<file path="config.mk">
export PLATFORM = sky130hd
export DESIGN_NAME = operand_fetch
export DESIGN_NICKNAME = d
export VERILOG_FILES = /design/src/rtl/operand_fetch_pkg.sv /design/src/rtl/operand_fetch.sv
export SDC_FILE = /design/constraint.sdc
export NUM_CORES = 1
export LEC_CHECK = 0
export BUFFER_PORTS_ARGS = -buffer_cell sky130_fd_sc_hd__buf_2
export CORE_MARGIN = 3
export CORE_UTILIZATION = 39
export CTS_CLUSTER_SIZE = 30
export DETAILED_ROUTE_END_ITERATION = 16
export GPL_ROUTABILITY_DRIVEN = 0
export PLACE_DENSITY = 0.8
export SLEW_MARGIN = 40
export SYNTH_ARGS = -nofsm -noshare
export SYNTH_HDL_FRONTEND = slang
export SYNTH_SLANG_ARGS = --single-unit
</file>
<file path="constraint.sdc">
create_clock -name clk -period 1.4 [get_ports clk]
set_input_delay 0.14 -clock clk [delete_from_list [all_inputs] [get_ports clk]]
set_output_delay 0.14 -clock clk [all_outputs]
set_load 0.01 [all_outputs]
</file>
<file path="src/rtl/operand_fetch_pkg.sv">
// ---------------------------------------------------------------------------
// operand_fetch_pkg
// Shared definitions for the operand fetch unit:
//   - of_state_e   : FSM state encoding (IDLE, RD_RS1, RD_RS2, DONE)
//   - RS1_LSB/RS2_LSB : source register field positions in the instruction
//   - NUM_REGS     : architectural register count (RV32E, 16 registers)
//   - idx_illegal  : flags a 5-bit register index outside the RV32E file
// ---------------------------------------------------------------------------
package operand_fetch_pkg;

   typedef enum logic [1:0] {
      ST_IDLE   = 2'd0,
      ST_RD_RS1 = 2'd1,
      ST_RD_RS2 = 2'd2,
      ST_DONE   = 2'd3
   } of_state_e;

   localparam int RS1_LSB    = 15;
   localparam int RS2_LSB    = 20;
   localparam int NUM_REGS   = 16;
   localparam int REG_IDX_W  = 5;                 // index width in the encoding
   localparam int REG_ADDR_W = $clog2(NUM_REGS);  // address width of the file

   // With 16 registers any index carrying the top encoding bit is out of range.
   function automatic logic idx_illegal(input logic [REG_IDX_W-1:0] idx);
      return idx[REG_ADDR_W];
   endfunction

endpackage

</file>
<file path="src/rtl/operand_fetch.sv">
// ---------------------------------------------------------------------------
// operand_fetch
// Reads the two source operands of an instruction from an external,
// combinational register file, one per cycle, and presents them together
// with a one-cycle done pulse.
//
// Optional feature: define OPERAND_FETCH_BYPASS_EN to forward same-cycle
// register-file write data (wb_*) into the operand being captured. Without
// it the capture always sees rf_data (the pre-write value) and the wb_*
// inputs are present but unused.
//
// Handshake: start is a request sampled only while ready=1 (IDLE); when
// sampled high the instruction is latched and the fetch proceeds with fixed
// latency. start in any other state is dropped. done pulses for one cycle
// when op_a/op_b/illegal are valid; those outputs then hold until the next
// capture.
//
// Ports:
//   clk, rst        clock, synchronous active-high reset
//   start, instr    fetch request and instruction word (rs1=[19:15], rs2=[24:20])
//   ready           high in IDLE (and while rst is asserted)
//   read_reg        register-file read address (0 in IDLE/DONE)
//   rf_data         register-file read data for read_reg
//   wb_en/reg/data  register-file write port of the current cycle
//   op_a, op_b      captured rs1 / rs2 values
//   done            one-cycle valid pulse
//   illegal         an index was >= 16; valid with done
//   dbg_state_o     current FSM state, for observation
// ---------------------------------------------------------------------------
module operand_fetch
   import operand_fetch_pkg::*;
#(
   parameter int BIT_WIDTH = 32
) (
   input  logic                 clk,
   input  logic                 rst,
   input  logic                 start,
   input  logic [31:0]          instr,
   output logic                 ready,
   output logic [3:0]           read_reg,
   input  logic [BIT_WIDTH-1:0] rf_data,
   input  logic                 wb_en,
   input  logic [3:0]           wb_reg,
   input  logic [BIT_WIDTH-1:0] wb_data,
   output logic [BIT_WIDTH-1:0] op_a,
   output logic [BIT_WIDTH-1:0] op_b,
   output logic                 done,
   output logic                 illegal,
   output logic [1:0]           dbg_state_o
);

   of_state_e              state_q, state_d;
   logic [31:0]            instr_q, instr_d;
   logic [BIT_WIDTH-1:0]   op_a_q, op_a_d;
   logic [BIT_WIDTH-1:0]   op_b_q, op_b_d;
   logic                   illegal_q, illegal_d;

   logic                   ready_c;
   logic                   done_c;
   logic [REG_ADDR_W-1:0]  read_reg_c;

   logic [REG_IDX_W-1:0]   rs1_idx;
   logic [REG_IDX_W-1:0]   rs2_idx;
   logic                   hit_rs1;
   logic                   hit_rs2;

   assign rs1_idx = instr_q[RS1_LSB +: REG_IDX_W];
   assign rs2_idx = instr_q[RS2_LSB +: REG_IDX_W];

   // Register 0 and out-of-range indices read as zero before any forwarding.
   function automatic logic [BIT_WIDTH-1:0] select_operand(
      input logic [REG_IDX_W-1:0] idx,
      input logic [BIT_WIDTH-1:0] rf_val,
      input logic                 fwd_hit,
      input logic [BIT_WIDTH-1:0] fwd_val
   );
      logic [BIT_WIDTH-1:0] res;
      if ((idx == '0) || idx_illegal(idx)) begin
         res = '0;
      end else if (fwd_hit) begin
         res = fwd_val;
      end else begin
         res = rf_val;
      end
      return res;
   endfunction

`ifdef OPERAND_FETCH_BYPASS_EN
   assign hit_rs1 = wb_en && (wb_reg == rs1_idx[REG_ADDR_W-1:0]);
   assign hit_rs2 = wb_en && (wb_reg == rs2_idx[REG_ADDR_W-1:0]);
`else
   logic unused_wb;
   assign hit_rs1   = 1'b0;
   assign hit_rs2   = 1'b0;
   assign unused_wb = ^{wb_en, wb_reg};
`endif

   // Only the register fields of the latched instruction are consumed.
   logic unused_instr;
   assign unused_instr = ^{instr_q[31:25], instr_q[14:0]};

   always_comb begin
      state_d    = state_q;
      instr_d    = instr_q;
      op_a_d     = op_a_q;
      op_b_d     = op_b_q;
      illegal_d  = illegal_q;
      ready_c    = 1'b0;
      done_c     = 1'b0;
      read_reg_c = '0;

      case (state_q)
         ST_IDLE: begin
            ready_c = 1'b1;
            if (start) begin
               instr_d   = instr;
               illegal_d = 1'b0;   // sticky flag restarts with each fetch
               state_d   = ST_RD_RS1;
            end
         end
         ST_RD_RS1: begin
            read_reg_c = rs1_idx[REG_ADDR_W-1:0];
            op_a_d     = select_operand(rs1_idx, rf_data, hit_rs1, wb_data);
            if (idx_illegal(rs1_idx)) begin
               illegal_d = 1'b1;
            end
            state_d = ST_RD_RS2;
         end
         ST_RD_RS2: begin
            read_reg_c = rs2_idx[REG_ADDR_W-1:0];
            op_b_d     = select_operand(rs2_idx, rf_data, hit_rs2, wb_data);
            if (idx_illegal(rs2_idx)) begin
               illegal_d = 1'b1;
            end
            state_d = ST_DONE;
         end
         ST_DONE: begin
            done_c  = 1'b1;
            state_d = ST_IDLE;
         end
         default: begin
            state_d = ST_IDLE;
         end
      endcase
   end

   always_ff @(posedge clk) begin
      if (rst) begin
         state_q   <= ST_IDLE;
         instr_q   <= '0;
         op_a_q    <= '0;
         op_b_q    <= '0;
         illegal_q <= 1'b0;
      end else begin
         state_q   <= state_d;
         instr_q   <= instr_d;
         op_a_q    <= op_a_d;
         op_b_q    <= op_b_d;
         illegal_q <= illegal_d;
      end
   end

   // While rst is held the handshake outputs look idle even if the state
   // register has not yet been cleared by the reset edge.
   assign ready       = ready_c | rst;
   assign done        = done_c & ~rst;
   assign read_reg    = rst ? '0 : read_reg_c;
   assign op_a        = op_a_q;
   assign op_b        = op_b_q;
   assign illegal     = illegal_q;
   assign dbg_state_o = state_q;

endmodule
</file>
# --- Word level (Yosys, flattened, before mapping) ---
# Index checks and enable logic that the tools add are counted.
totals:
  out_inout_bits: 73
  word_cells: 34
  in_bits: 104
  regBits: 92
op_classes:
  reduce_logical: 8
  bitwise: 3
  muxes: 12
  n_eq_ne: 6
op_table:
  columns: ["cell", "count"]
  rows:
  - ["32-bit 2-to-1 mux", 2]
  - ["5-bit zero test", 2]
  - ["2-bit case mux with 4 select lines", 1]
  - ["4-bit case mux with 2 select lines", 1]
  - ["2-bit != test (second input constant)", 3]
  - ["1-bit 2-to-1 mux", 5]
  - ["2-bit equality test (second input constant)", 2]
  - ["4-bit 2-to-1 mux", 1]
  - ["4-bit AND reduction", 1]
  - ["1-bit case mux with 3 select lines", 1]
  - ["3-bit nonzero test", 1]
  - ["2-bit by 1-bit equality test with 1-bit output (second input constant)", 1]
  - ["2-bit zero test", 1]
  - ["1-bit logical OR", 2]
  - ["2-bit 2-to-1 mux", 1]
  - ["2-bit AND reduction", 1]
  - ["1-bit AND", 1]
  - ["1-bit NOT", 1]
  - ["1-bit bitwise OR", 1]

# --- Logic depth before layout (Yosys ltp) ---
# Gate-level depths: netlist (run 1).
logic_depth:
  ltp_word: 3
  depth_mapped: 7
  depth_no_buf: 5

# --- Least setup slack after synthesis (run 1) ---
# OpenSTA, ideal clock, no wires.
synth_timing:
  path_type: "register to register"
  startpoint: "register state_q[0], in the netlist dbg_state_o[0]"
  endpoint: "register illegal_q, in the netlist illegal"
  arrival_ns: 1.499
  synth_period_minus_slack_ns: 1.570
  path_slack_ns: -0.170
  t_required_ns: 1.328
  setup_ns: 0.072
  path_stages_with_launch: 7
  path_buffers: 1
  path_cell_list: "dfxtp_1 inv_1 ha_1 nor2b_1 clkbuf_1 nor4_1 mux2i_1"
synth_via:
  elab_chain_cells: 3
  elab_cells_between_ends: 9
  classes_between: "eq/ne: 5; mux: 1; reduce/logical: 3"
synth_rtl:
  columns: ["item", "line", "text"]
  rows:
  - ["start: declaration", "operand_fetch.sv:52", "of_state_e state_q, state_d;"]
  - ["start signal: assignment", "operand_fetch.sv:155", "state_q <= state_d;"]
  - ["2-bit equality test, or another cell as far along", "operand_fetch.sv:112", "case (state_q)"]
  - ["2-bit != test (no source line) / 3-bit nonzero test (equally long branches)", null, null]
  - ["4-bit AND reduction (no source line)", null, null]
  - ["end signal: assignment", "operand_fetch.sv:159", "illegal_q <= illegal_d;"]
  - ["end: declaration", "operand_fetch.sv:56", "logic illegal_q, illegal_d;"]
# Several ways; a longest one is shown, not always the timed one.
# A chain may end at the register's enable or synchronous reset.

# --- Worst setup path after layout (run 1) ---
layout_timing:
  startpoint: "register instr_q[17]"
  endpoint: "register op_a_q[0], in the netlist op_a[0]"
layout_via:
  elab_chain_cells: 3
layout_rtl:
  columns: ["item", "line", "text"]
  rows:
  - ["start: declaration", "operand_fetch.sv:53", "logic [31:0] instr_q, instr_d;"]
  - ["start signal: assignment", "operand_fetch.sv:156", "instr_q <= instr_d;"]
  - ["5-bit zero test", "operand_fetch.sv:78", "if ((idx == '0) || idx_illegal(idx)) begin"]
  - ["1-bit logical OR", "operand_fetch.sv:78", null]
  - ["32-bit 2-to-1 mux", "operand_fetch.sv:78", null]
  - ["end signal: assignment", "operand_fetch.sv:157", "op_a_q <= op_a_d;"]
  - ["end: declaration", "operand_fetch.sv:54", "logic [BIT_WIDTH-1:0] op_a_q, op_a_d;"]
# Every way passes these cells.

==> results of run 1 <==
-- cell usage after synthesis, drive strengths merged --
library cell and number:
a22oi 4, nand2 21, nor2 71, nand2b 2
buf 17, nor2b 4, mux2i 2, or4 2
dfxtp 77, inv 4, or2 1, ha 4
clkbuf 15, a211oi 1, a32oi 64, and2 1
nor4 1, a21oi 10
-- per-layer routing --
layer | GRT usage [%] | wire length, µm | vias to the layer above
li1 | - | - | 1379
met1 | 24.43 | 3868 | 1366
met4 | 6.807 | 158 | 0
met5 | 0 | 0 | -
met3 | 5.605 | 609 | 14
met2 | 33.35 | 4507 | 125
-- power breakdown --
part | internal (mW) | total, mW | switching (mW)
clock | 0.923 | 1.72 | 0.799
sequential | 2.52 | 2.75 | 0.230
combinational | 1.90 | 4.14 | 2.24
-- worst min-delay path: cells and delay by family --
kind | cells | cell delay (ps)
compound gates | 1 | 50
buf+inv | 1 | 100
simple gates | 1 | 40
-- per-stage QoR --
stage / setup slack (ps) / area [µm²] / total power [mW]
after floorplan: -12.55 / 2939 / 4.704
after global placement: -5.814 / 3659 / 5.571
after detailed placement: -34.26 / 3659 / 5.623
after CTS: -158.3 / 4116 / 8.088
after global routing: -236.6 / 4382 / 9.070
final: -188.0 / 4382 / 8.615
-- flip-flops by register name, indices dropped and copies added (netlist names) --
signal       count
dbg_state_o      2
illegal          1
instr_q         10
op_a            32
op_b            32
-- layout make-up --
type / instances / share of cell area, %
Timing Repair Buffer: 155 / 23.47
Clock inverter: 5 / 1.314
Inverter: 4 / 0.4569
Tap cell: 96 / 2.741
Multi-Input combinational cell: 188 / 33.18
Sequential cell: 77 / 35.38
Clock buffer: 11 / 3.455
-- worst paths after layout --
kind	end	slack, ps	depth (start not counted)
setup / recovery	op_a[0]$_SDFFE_PP0N_	-190	5
hold / removal	instr_q[23]$_SDFFE_PP0P_	40	3
setup reg to reg	op_a[0]$_SDFFE_PP0N_	-190	5
hold reg to reg	illegal$_SDFFE_PP0P_	480	2
-- cells by family (layout without fill, tap and decap cells) --
group	after synthesis	count (layout)	synth area share, %
AND/OR/NAND/NOR	103	103	14.54
multiplexers	2	2	0.6861
flip-flops	77	77	52.83
buffers and inverters	36	175	8.018
AO/OA/AOI/OAI	79	79	22.21
adder cells (fa/ha/maj)	4	4	1.715
-- what timing repair did --
| item | CTS | global route |
|---|---|---|
| gates cloned | 4 | 2 |
| resized for setup | 28 | 36 |
| setup endpoints to repair | 52 | 72 |
| setup buffers | 5 | 4 |
| pin swaps | 11 | 12 |
==> metrics.md, run 1 <==
| Metric | Value |
|---|---|
| Clock skew | `approximately 11 ps` |
| RSZ-0062 raised after global routing | `true` |
| Post-Layout Cell Count | `roughly 540` |
| DR WL/cell | `between 15 and 20 µm` |
| DRC violations left | `0` |
| Synth Net Count | `409` |
| Root buffer cell | `clkbuf_8` |
| Hold WC Path Type | `input pin to register` |
| H-tree Lvls | `3` |
| Type of origin of the critical path | `register` |
| Largest net degree at the start of global routing | `33` |
| Filler Cell Count | `slightly above 600` |
| Top cell type's share of synthesized area | `between 50% and 60%` |
| Vias/cell | `around 5.4` |
| Final min period | `roughly 1600 ps` |
| CTS tree | `yes` |
| Hold bufs inserted after CTS | `0` |
| # setup viols final | `just under 70` |
| CP max FO | `5` |
| Maximum clock path buffer count | `2` |
| Commonest cells after routing, fill and taps aside | `117 x buf_2, 74 x dfxtp_1, 71 x nor2_1` |
| FF-to-FF Start | `instr_q[17]$_SDFFE_PP0P_` |
| Core Region | `between 7000 and 8000 µm²` |
| Slew Viols, Final | `0` |
| Post-Syn Area per Cell | `around 9.7 µm²` |
| Port bufs | `between 100 and 150` |
| HP Start | `instr[23]` |
| Crit path capture type | `register` |
| Die span in x | `92.50 µm` |
| Reg area | `between 1500 and 2000 µm²` |
| Vias in the first global route | `approximately 2.7k` |
| Dpl cells | `approximately 500` |
| Crit. Startpoint | `instr_q[17]$_SDFFE_PP0P_` |
| Cells after Synth | `around 300` |
| P&R area growth vs syn | `50.17%` |
| TritonRoute pass-1 iters | `4` |
| Footprint of the multi-input gates | `roughly 1500 µm²` |
| Final worst setup slack | `-188.0 ps` |
| Share of cells above drive strength 1 | `49.77%` |
| TritonCTS buffer count | `9` |
| Initial antenna violation count | `0` |
| DRT antenna net count | `0` |
| Site Rows | `30` |
| Outcome | `complete, but fails checks` |
| Initial Utilization | `41.57%` |
| Vias | `roughly 2.9k` |
| Fin. Hold Viols | `0` |
| Total track usage | `approximately a fifth` |
| Crit path cell chain | `or4_4, buf_6, clkbuf_16, a32oi_1, nor2_1` |
| Hold_ws | `around 44 ps` |
| ANT cells | `0` |
| Flops & latches, synth | `77` |
| Slew @ Worst Pin | `approximately 330 ps` |
| Crit-path slowest cell | `or4_4` |
| Mapped Area | `approximately 2900 µm²` |
| Failing checks | `setup timing` |
| Clock Pin Slew Worst Setup and Hold Paths | `around 80 ps` |
| DP HPWL | `roughly 5600 µm` |
| Drt total wl | `about 9000 µm` |
| Clk_lat worst skew | `330 ps` |
| Global-route wire length before repair | `13640 µm` |
| Final nets | `between 500 and 600` |
| Synth top area cells | `dfxtp_1 53%, a32oi_1 19%, nor2_1 9.1%, buf_8 3.1%, nand2_1 2.7%` |
| Clk sink count | `77` |
| Maxcap violations | `0` |
| Die H | `92.50 µm` |
| Crit path max-delay family | `simple AND/OR/NAND/NOR gates` |
| Post-synth top area cell | `dfxtp_1` |
| Seq/Total Area, Yosys | `52.83%` |
| Yosys warns | `0` |
| Pwr Density | `around 2000 nW/µm²` |
| VDD IR max | `0.9701 mV` |
| Buf/Inv on CP | `2` |
| Final period utilization | `113.4%` |
| Final setup TNS | `-7491 ps` |
| GRT overflow | `0` |
| Rel. slew slack | `77.93%` |
| CP arrival | `1800 ps` |
| Distinct cells, synth | `21` |
| Die area | `approximately 8600 µm²` |
| WP data required | `1610 ps` |
| Worst path max stage delay | `600 ps` |
| Crit path kind | `register to register` |
| Ports | `around 180` |
| Commonest non-fill, non-tap cell in the layout | `buf_2` |
| Initial DRC Count | `133` |
| Upper clock frequency limit | `~0.63 GHz` |
| Final core occ | `a little over three fifths` |
| P_leak | `a little under 2 nW` |
Note: power is estimated with default switching activity, not from simulation.
==> run 2: changes to the inputs <==
--- a/config.mk
+++ b/config.mk
@@ -7,11 +7,11 @@
 export LEC_CHECK = 0
 export BUFFER_PORTS_ARGS = -buffer_cell sky130_fd_sc_hd__buf_2
 export CORE_MARGIN = 3
-export CORE_UTILIZATION = 39
+export CORE_UTILIZATION = 43
 export CTS_CLUSTER_SIZE = 30
 export DETAILED_ROUTE_END_ITERATION = 16
 export GPL_ROUTABILITY_DRIVEN = 0
-export PLACE_DENSITY = 0.8
+export PLACE_DENSITY = 0.84
 export SLEW_MARGIN = 40
 export SYNTH_ARGS = -nofsm -noshare
 export SYNTH_HDL_FRONTEND = slang
==> constraint.sdc (replaced) <==
create_clock -name clk -period 1.6 [get_ports clk]
set_input_delay 0.16 -clock clk [delete_from_list [all_inputs] [get_ports clk]]
set_output_delay 0.16 -clock clk [all_outputs]
set_load 0.01 [all_outputs]
==> run 2 against run 1 <==
Against the previous run: the run now ends clean; wire length decreased by 8.3%; clock skew decreased by 4.5 ps; sequential share of layout area increased by 4.7 points; clock-buffer cell count unchanged; non-clock buffer count decreased by 21; cell count decreased by 7.5%; setup slack improved by 190 ps; critical path type is now register to primary output; first-iteration DRC count increased by 32%; cell area decreased by 12%; clock power decreased by 16%.
==> metrics.md, run 2 (synthesized netlist as in run 1, its figures left out) <==
| Metric | Value |
|---|---|
| Post-route total power | `roughly 6.5 mW` |
| Vias in the first global route | `2621` |
| RSZ-0062 raised after global routing | `true` |
| Dpl cells | `478` |
| Site Rows | `29` |
| GRT overflow | `0` |
| CTS tree | `yes` |
| Maxcap violations | `0` |
| Capturing point of the worst reg2reg path | `op_a[30]$_SDFFE_PP0N_` |
| Initial DRC Count | `around 180` |
| Hold WC Path Type | `input pin to register` |
| Buf/Inv on CP | `3` |
| Hold path depth | `3` |
| DR WL/cell | `about 17 µm` |
| Upper clock frequency limit | `approximately 0.63 GHz` |
| Port bufs | `117` |
| Final nets | `523` |
| Clk_lat worst skew | `330 ps` |
| Fin. Hold Viols | `0` |
| DP HPWL | `5319 µm` |
| R2R Setup Slk | `40 ps` |
| Slew @ Worst Pin | `~410 ps` |
| Share of cells above drive strength 1 | `about two fifths` |
| HP Start | `instr[23]` |
| Core Region | `about 6500 µm²` |
| Reg2Reg Depth | `3` |
| CP arrival | `about 1400 ps` |
| Die span in x | `88.38 µm` |
| Worst path max stage delay | `around 330 ps` |
| VDD IR max | `between 0.9 and 1 mV` |
| FF-to-FF Start | `instr_q[15]$_SDFFE_PP0P_` |
| Int Power | `~4.0 mW` |
| Vias | `2836` |
| DRC violations left | `0` |
| Ports | `~180` |
| WP data required | `1440 ps` |
| Rel. slew slack | `between 70 and 80%` |
| Commonest non-fill, non-tap cell in the layout | `buf_2` |
| Initial antenna violation count | `0` |
| Initial Utilization | `45.18%` |
| Largest net degree at the start of global routing | `43` |
| Hold bufs inserted after CTS | `0` |
| Crit path cell chain | `buf_4, ha_4, buf_6, a22oi_2, nor2_2, buf_2` |
| Vias/cell | `between 5 and 6` |
| Commonest cells after routing, fill and taps aside | `117 x buf_2, 74 x dfxtp_1, 68 x nor2_1` |
| Crit path capture type | `primary output` |
| Crit path kind | `register to primary output` |
| Global-route wire length before repair | `12610 µm` |
| Outcome | `finished, final reports clean` |
| TritonRoute pass-1 iters | `4` |
| Slew Viols, Final | `0` |
| P_sw | `2.485 mW` |
| Clk sink count | `slightly below 80` |
| Clock skew | `~6.1 ps` |
| Sw frac | `between 30% and 40%` |
| Clock power share | `approximately 22%` |
| Post-Layout Cell Count | `496` |
| Reg power frac | `a little over a third` |
| Type of origin of the critical path | `register` |
| Root buffer cell | `clkbuf_8` |
| Filler Cell Count | `580` |
| Pwr Density | `1684 nW/µm²` |
| Die area | `7810 µm²` |
| DRT antenna net count | `0` |
| Maximum clock path buffer count | `2` |
| P&R area growth vs syn | `32.03%` |
| Final worst setup slack | `about 0.15 ps` |
| Final period utilization | `between 90% and 100%` |
| TritonCTS buffer count | `9` |
| Clock Pin Slew Worst Setup and Hold Paths | `70 ps` |
| Die H | `88.38 µm` |
| Hold Path End | `instr_q[23]$_SDFFE_PP0P_` |
| ANT cells | `0` |
| Hold_ws | `between 50 and 60 ps` |
| Place WS | `-45.65 ps` |
| Final min period | `roughly 1600 ps` |
| Comb power frac | `41.0%` |
| Drt total wl | `8383 µm` |
| Total track usage | `approximately a fifth` |
| H-tree Lvls | `3` |
| Crit path max-delay family | `buffers and inverters` |
| P_leak | `approximately 1.7 nW` |
| # setup viols final | `0` |
| Crit-path slowest cell | `dfxtp_2` |
| CP max FO | `5` |
-- run 2: cell types whose count changed in the layout (fill, tap and decap cells not counted), sizes merged --
cell,previous run,this run
buf,153,134
bufbuf,1,0
clkbuf,12,11
inv,5,4
or4,2,3
-- run 2: per-layer routing --
metal | track usage [%] | vias to the layer above | part of all wire (%)
met4 | 7.143 | 0 | 1.5
met2 | 35.89 | 125 | 51
met3 | 3.166 | 10 | 6.8
li1 | - | 1330 | -
met5 | 0 | - | 0
met1 | 25.23 | 1371 | 41
-- run 2: power groups by stage --
stage / Sequential [mW] / Clock [mW] / Combinational, mW
after detailed placement: 2.38 / 0 / 2.31
after floorplan: 2.48 / 0 / 1.59
after global routing: 2.40 / 1.56 / 2.92
after global placement: 2.36 / 0 / 2.24
final: 2.38 / 1.45 / 2.66
after CTS: 2.36 / 1.48 / 2.51
-- run 2: layout make-up --
cell class | instances | area [µm²] | share of cell area, %
sequential | 77 | 1545 | 40.11
multi-input combinational | 189 | 1251 | 32.48
timing repair buffer | 134 | 740.7 | 19.23
clock buffer | 11 | 151.4 | 3.930
tap | 77 | 96.34 | 2.501
clock inverter | 4 | 47.55 | 1.234
inverter | 4 | 20.02 | 0.5196
-- run 2: worst max-delay path by stage --
| stage | from | endpoint | slack (ps) | cells after the start |
|---|---|---|---|---|
| 6_report | dbg_state_o[0]$_SDFFE_PP0P_ | read_reg[2] | 0.1 | 6 |
| 5_1_grt | dbg_state_o[0]$_SDFFE_PP0P_ | read_reg[2] | -40 | 6 |
| 4_1_cts | dbg_state_o[0]$_SDFFE_PP0P_ | read_reg[1] | -4 | 7 |
| 3_5_place_dp | dbg_state_o[1]$_SDFFE_PP0P_ | op_a[13]$_SDFFE_PP0N_ | -50 | 6 |
| 3_3_place_gp | dbg_state_o[1]$_SDFFE_PP0P_ | op_a[17]$_SDFFE_PP0N_ | 40 | 6 |
| 2_1_floorplan | dbg_state_o[0]$_SDFFE_PP0P_ | illegal$_SDFFE_PP0P_ | 30 | 6 |
-- run 2: tightest hold or removal path: cells and delay by family --
family / cells / cell delay (ps)
and+or+nand+nor: 1 / 40
AOI/OAI and AO/OA: 1 / 50
buffers and inverters: 1 / 100
-- run 2: stage by stage --
stage          TNS, ps  util (%)  instance area [µm²]
2_1_floorplan        0         -                 2918
3_3_place_gp         0     54.36                 3511
3_5_place_dp    -116.9     54.36                 3511
4_1_cts         -5.345     58.85                 3801
5_1_grt         -277.9     59.65                 3852
6_report             0     59.65                 3852
-- run 2: repair_timing --
item,4_1_cts,5_1_grt
endpoints found under the hold margin,0,0
gates resized for setup,18,11
setup buffers,2,1
pin swaps,3,7
cloned,0,1
endpoints found under the setup margin,20,50
==> run 3: changes to the inputs <==
--- a/config.mk
+++ b/config.mk
@@ -6,13 +6,15 @@
 export NUM_CORES = 1
 export LEC_CHECK = 0
 export BUFFER_PORTS_ARGS = -buffer_cell sky130_fd_sc_hd__buf_2
-export CORE_MARGIN = 3
-export CORE_UTILIZATION = 43
+export CELL_PAD_IN_SITES_DETAIL_PLACEMENT = 1
+export CELL_PAD_IN_SITES_GLOBAL_PLACEMENT = 1
+export CORE_UTILIZATION = 30
 export CTS_CLUSTER_SIZE = 30
 export DETAILED_ROUTE_END_ITERATION = 16
 export GPL_ROUTABILITY_DRIVEN = 0
-export PLACE_DENSITY = 0.84
+export PLACE_DENSITY = 0.83
 export SLEW_MARGIN = 40
 export SYNTH_ARGS = -nofsm -noshare
 export SYNTH_HDL_FRONTEND = slang
 export SYNTH_SLANG_ARGS = --single-unit
+export TNS_END_PERCENT = 30
==> run 3 against run 2 <==
Against the previous run: sequential power barely moved; global-route usage down 2.3 points; die area increased by 30%; sequential cell count did not move; non-clock buffer count down 2; hold slack worse by 0.53 ps.
==> metrics.md, run 3 (synthesized netlist as in run 1, its figures left out) <==
| Metric | Value |
|---|---|
| Maxcap violations | `0` |
| Total track usage | `18.04%` |
| CTS tree | `yes` |
| Root buffer cell | `clkbuf_8` |
| DRT antenna net count | `0` |
| Crit path kind | `register to register` |
| TritonRoute pass-1 iters | `4` |
| ANT cells | `0` |
| # setup viols final | `0` |
| Hold WC Path Type | `input pin to register` |
| Final min period | `roughly 1600 ps` |
| Type of origin of the critical path | `register` |
| Final nets | `521` |
| Crit. Startpoint | `instr_q[23]$_SDFFE_PP0P_` |
| Die area | `10120 µm²` |
| RSZ-0062 raised after global routing | `true` |
| Fin. Hold Viols | `0` |
| DP HPWL | `6161 µm` |
| FF-to-FF Start | `instr_q[23]$_SDFFE_PP0P_` |
| Rel. slew slack | `a little under three quarters` |
| Vias/cell | `a little over 5` |
| Global-route wire length before repair | `14260 µm` |
| DRC violations left | `0` |
| Clk sink count | `just under 80` |
| Port bufs | `roughly 120` |
| Commonest cells after routing, fill and taps aside | `117 x buf_2, 74 x dfxtp_1, 69 x nor2_1` |
| Die span in x | `between 100 and 150 µm` |
| Core Region | `~9300 µm²` |
| Ports | `roughly 180` |
| CP arrival | `about 1800 ps` |
| P_leak | `around 1.7 nW` |
| Maximum clock path buffer count | `2` |
| Filler Cell Count | `1109` |
| GRT overflow | `0` |
| Site Rows | `35` |
| Drt total wl | `around 9400 µm` |
| P_sw | `approximately 2.6 mW` |
| P&R area growth vs syn | `33.75%` |
| Die H | `100.6 µm` |
| Initial DRC Count | `86` |
| Sw frac | `38.56%` |
| Crit path capture type | `register` |
| Commonest non-fill, non-tap cell in the layout | `buf_2` |
| Slew Viols, Final | `0` |
| Clock Pin Slew Worst Setup and Hold Paths | `around 80 ps` |
| TritonCTS buffer count | `9` |
| Final worst setup slack | `around 13 ps` |
| Final core occ | `between 40% and 50%` |
| DR WL/cell | `around 17 µm` |
| Clk_lat worst skew | `~330 ps` |
| Vias in the first global route | `2875` |
| Slew @ Worst Pin | `~430 ps` |
| Largest net degree at the start of global routing | `43` |
| Final period utilization | `just under 100%` |
| Share of cells above drive strength 1 | `slightly above 40%` |
| Reg power frac | `between 30 and 40%` |
| Clock power share | `around a quarter` |
| Place WS | `-0.02587 ps` |
| HP Start | `instr[23]` |
| Comb power frac | `approximately two fifths` |
| Pwr Density | `between 1500 and 2000 nW/µm²` |
| Initial antenna violation count | `0` |
| VDD IR max | `roughly 0.63 mV` |
| Upper clock frequency limit | `between 0.6 and 0.7 GHz` |
| Int Power | `4.077 mW` |
| WP data required | `~1800 ps` |
| H-tree Lvls | `3` |
| Hold bufs inserted after CTS | `0` |
| CP max FO | `32` |
| Vias | `roughly 2.8k` |
| Clock skew | `between 9 and 10 ps` |
| Initial Utilization | `between 30% and 40%` |
| Outcome | `finished, final reports clean` |
[run 3: power by group through the flow]
stage / logic [mW] / registers, mW / clock network (mW)
4_1_cts: 2.59 / 2.36 / 1.68
3_5_place_dp: 2.43 / 2.40 / 0
6_report: 2.63 / 2.37 / 1.63
3_3_place_gp: 2.35 / 2.38 / 0
2_1_floorplan: 1.59 / 2.48 / 0
5_1_grt: 2.88 / 2.41 / 1.76
[run 3: final timing paths]
kind,slack [ps],endpoint,cells after the start
setup / recovery,10,op_b[1]$_SDFFE_PP0N_,3
hold / removal,60,instr_q[23]$_SDFFE_PP0P_,3
setup reg to reg,10,op_b[1]$_SDFFE_PP0N_,3
hold reg to reg,470,instr_q[23]$_SDFFE_PP0P_,2
[run 3: cell type report]
cell class                      count  area (µm²)  area share, %
Tap cell                          129       161.4          4.136
Inverter                            4       15.01         0.3847
Sequential cell                    77        1545          39.60
Multi-Input combinational cell    189        1234          31.61
Clock inverter                      6       86.33          2.212
Timing Repair Buffer              132       723.2          18.53
Clock buffer                       10       137.6          3.527
[run 3: timing repair]
action	in CTS	in global routing
pin swaps	4	14
setup buffers	2	0
hold endpoints to repair	0	0
cloned	0	1
resized for setup	12	7
setup endpoints to repair	7	68
[run 3: metal layers]
layer / share of wire, % / up-vias / wire length [µm] / GRT usage [%]
met4: 0.36 / 0 / 34 / 5.463
met3: 3.8 / 5 / 360 / 2.982
met5: 0 / - / 0 / 0
li1: - / 1323 / - / -
met1: 44 / 1408 / 4140 / 21.30
met2: 52 / 85 / 4856 / 33.30
[run 3: worst max-delay path: stages (launching register included)]
cell	delay, ps
dfxtp_2	330
or4_4	760
a32oi_1	290
nor2_1	60
[run 3: through the flow]
step,TNS (ps),cells,power [mW],hold WS [ps],instance area (µm²)
global placement,0,529,4.731,402.8,3581
finish,0,547,6.636,58.31,3902
detailed placement,-0.02587,529,4.825,412.9,3581
global route,-473.0,547,7.045,61.66,3902
floorplan,0,301,4.074,296.0,2918
CTS,0,546,6.625,48.53,3870
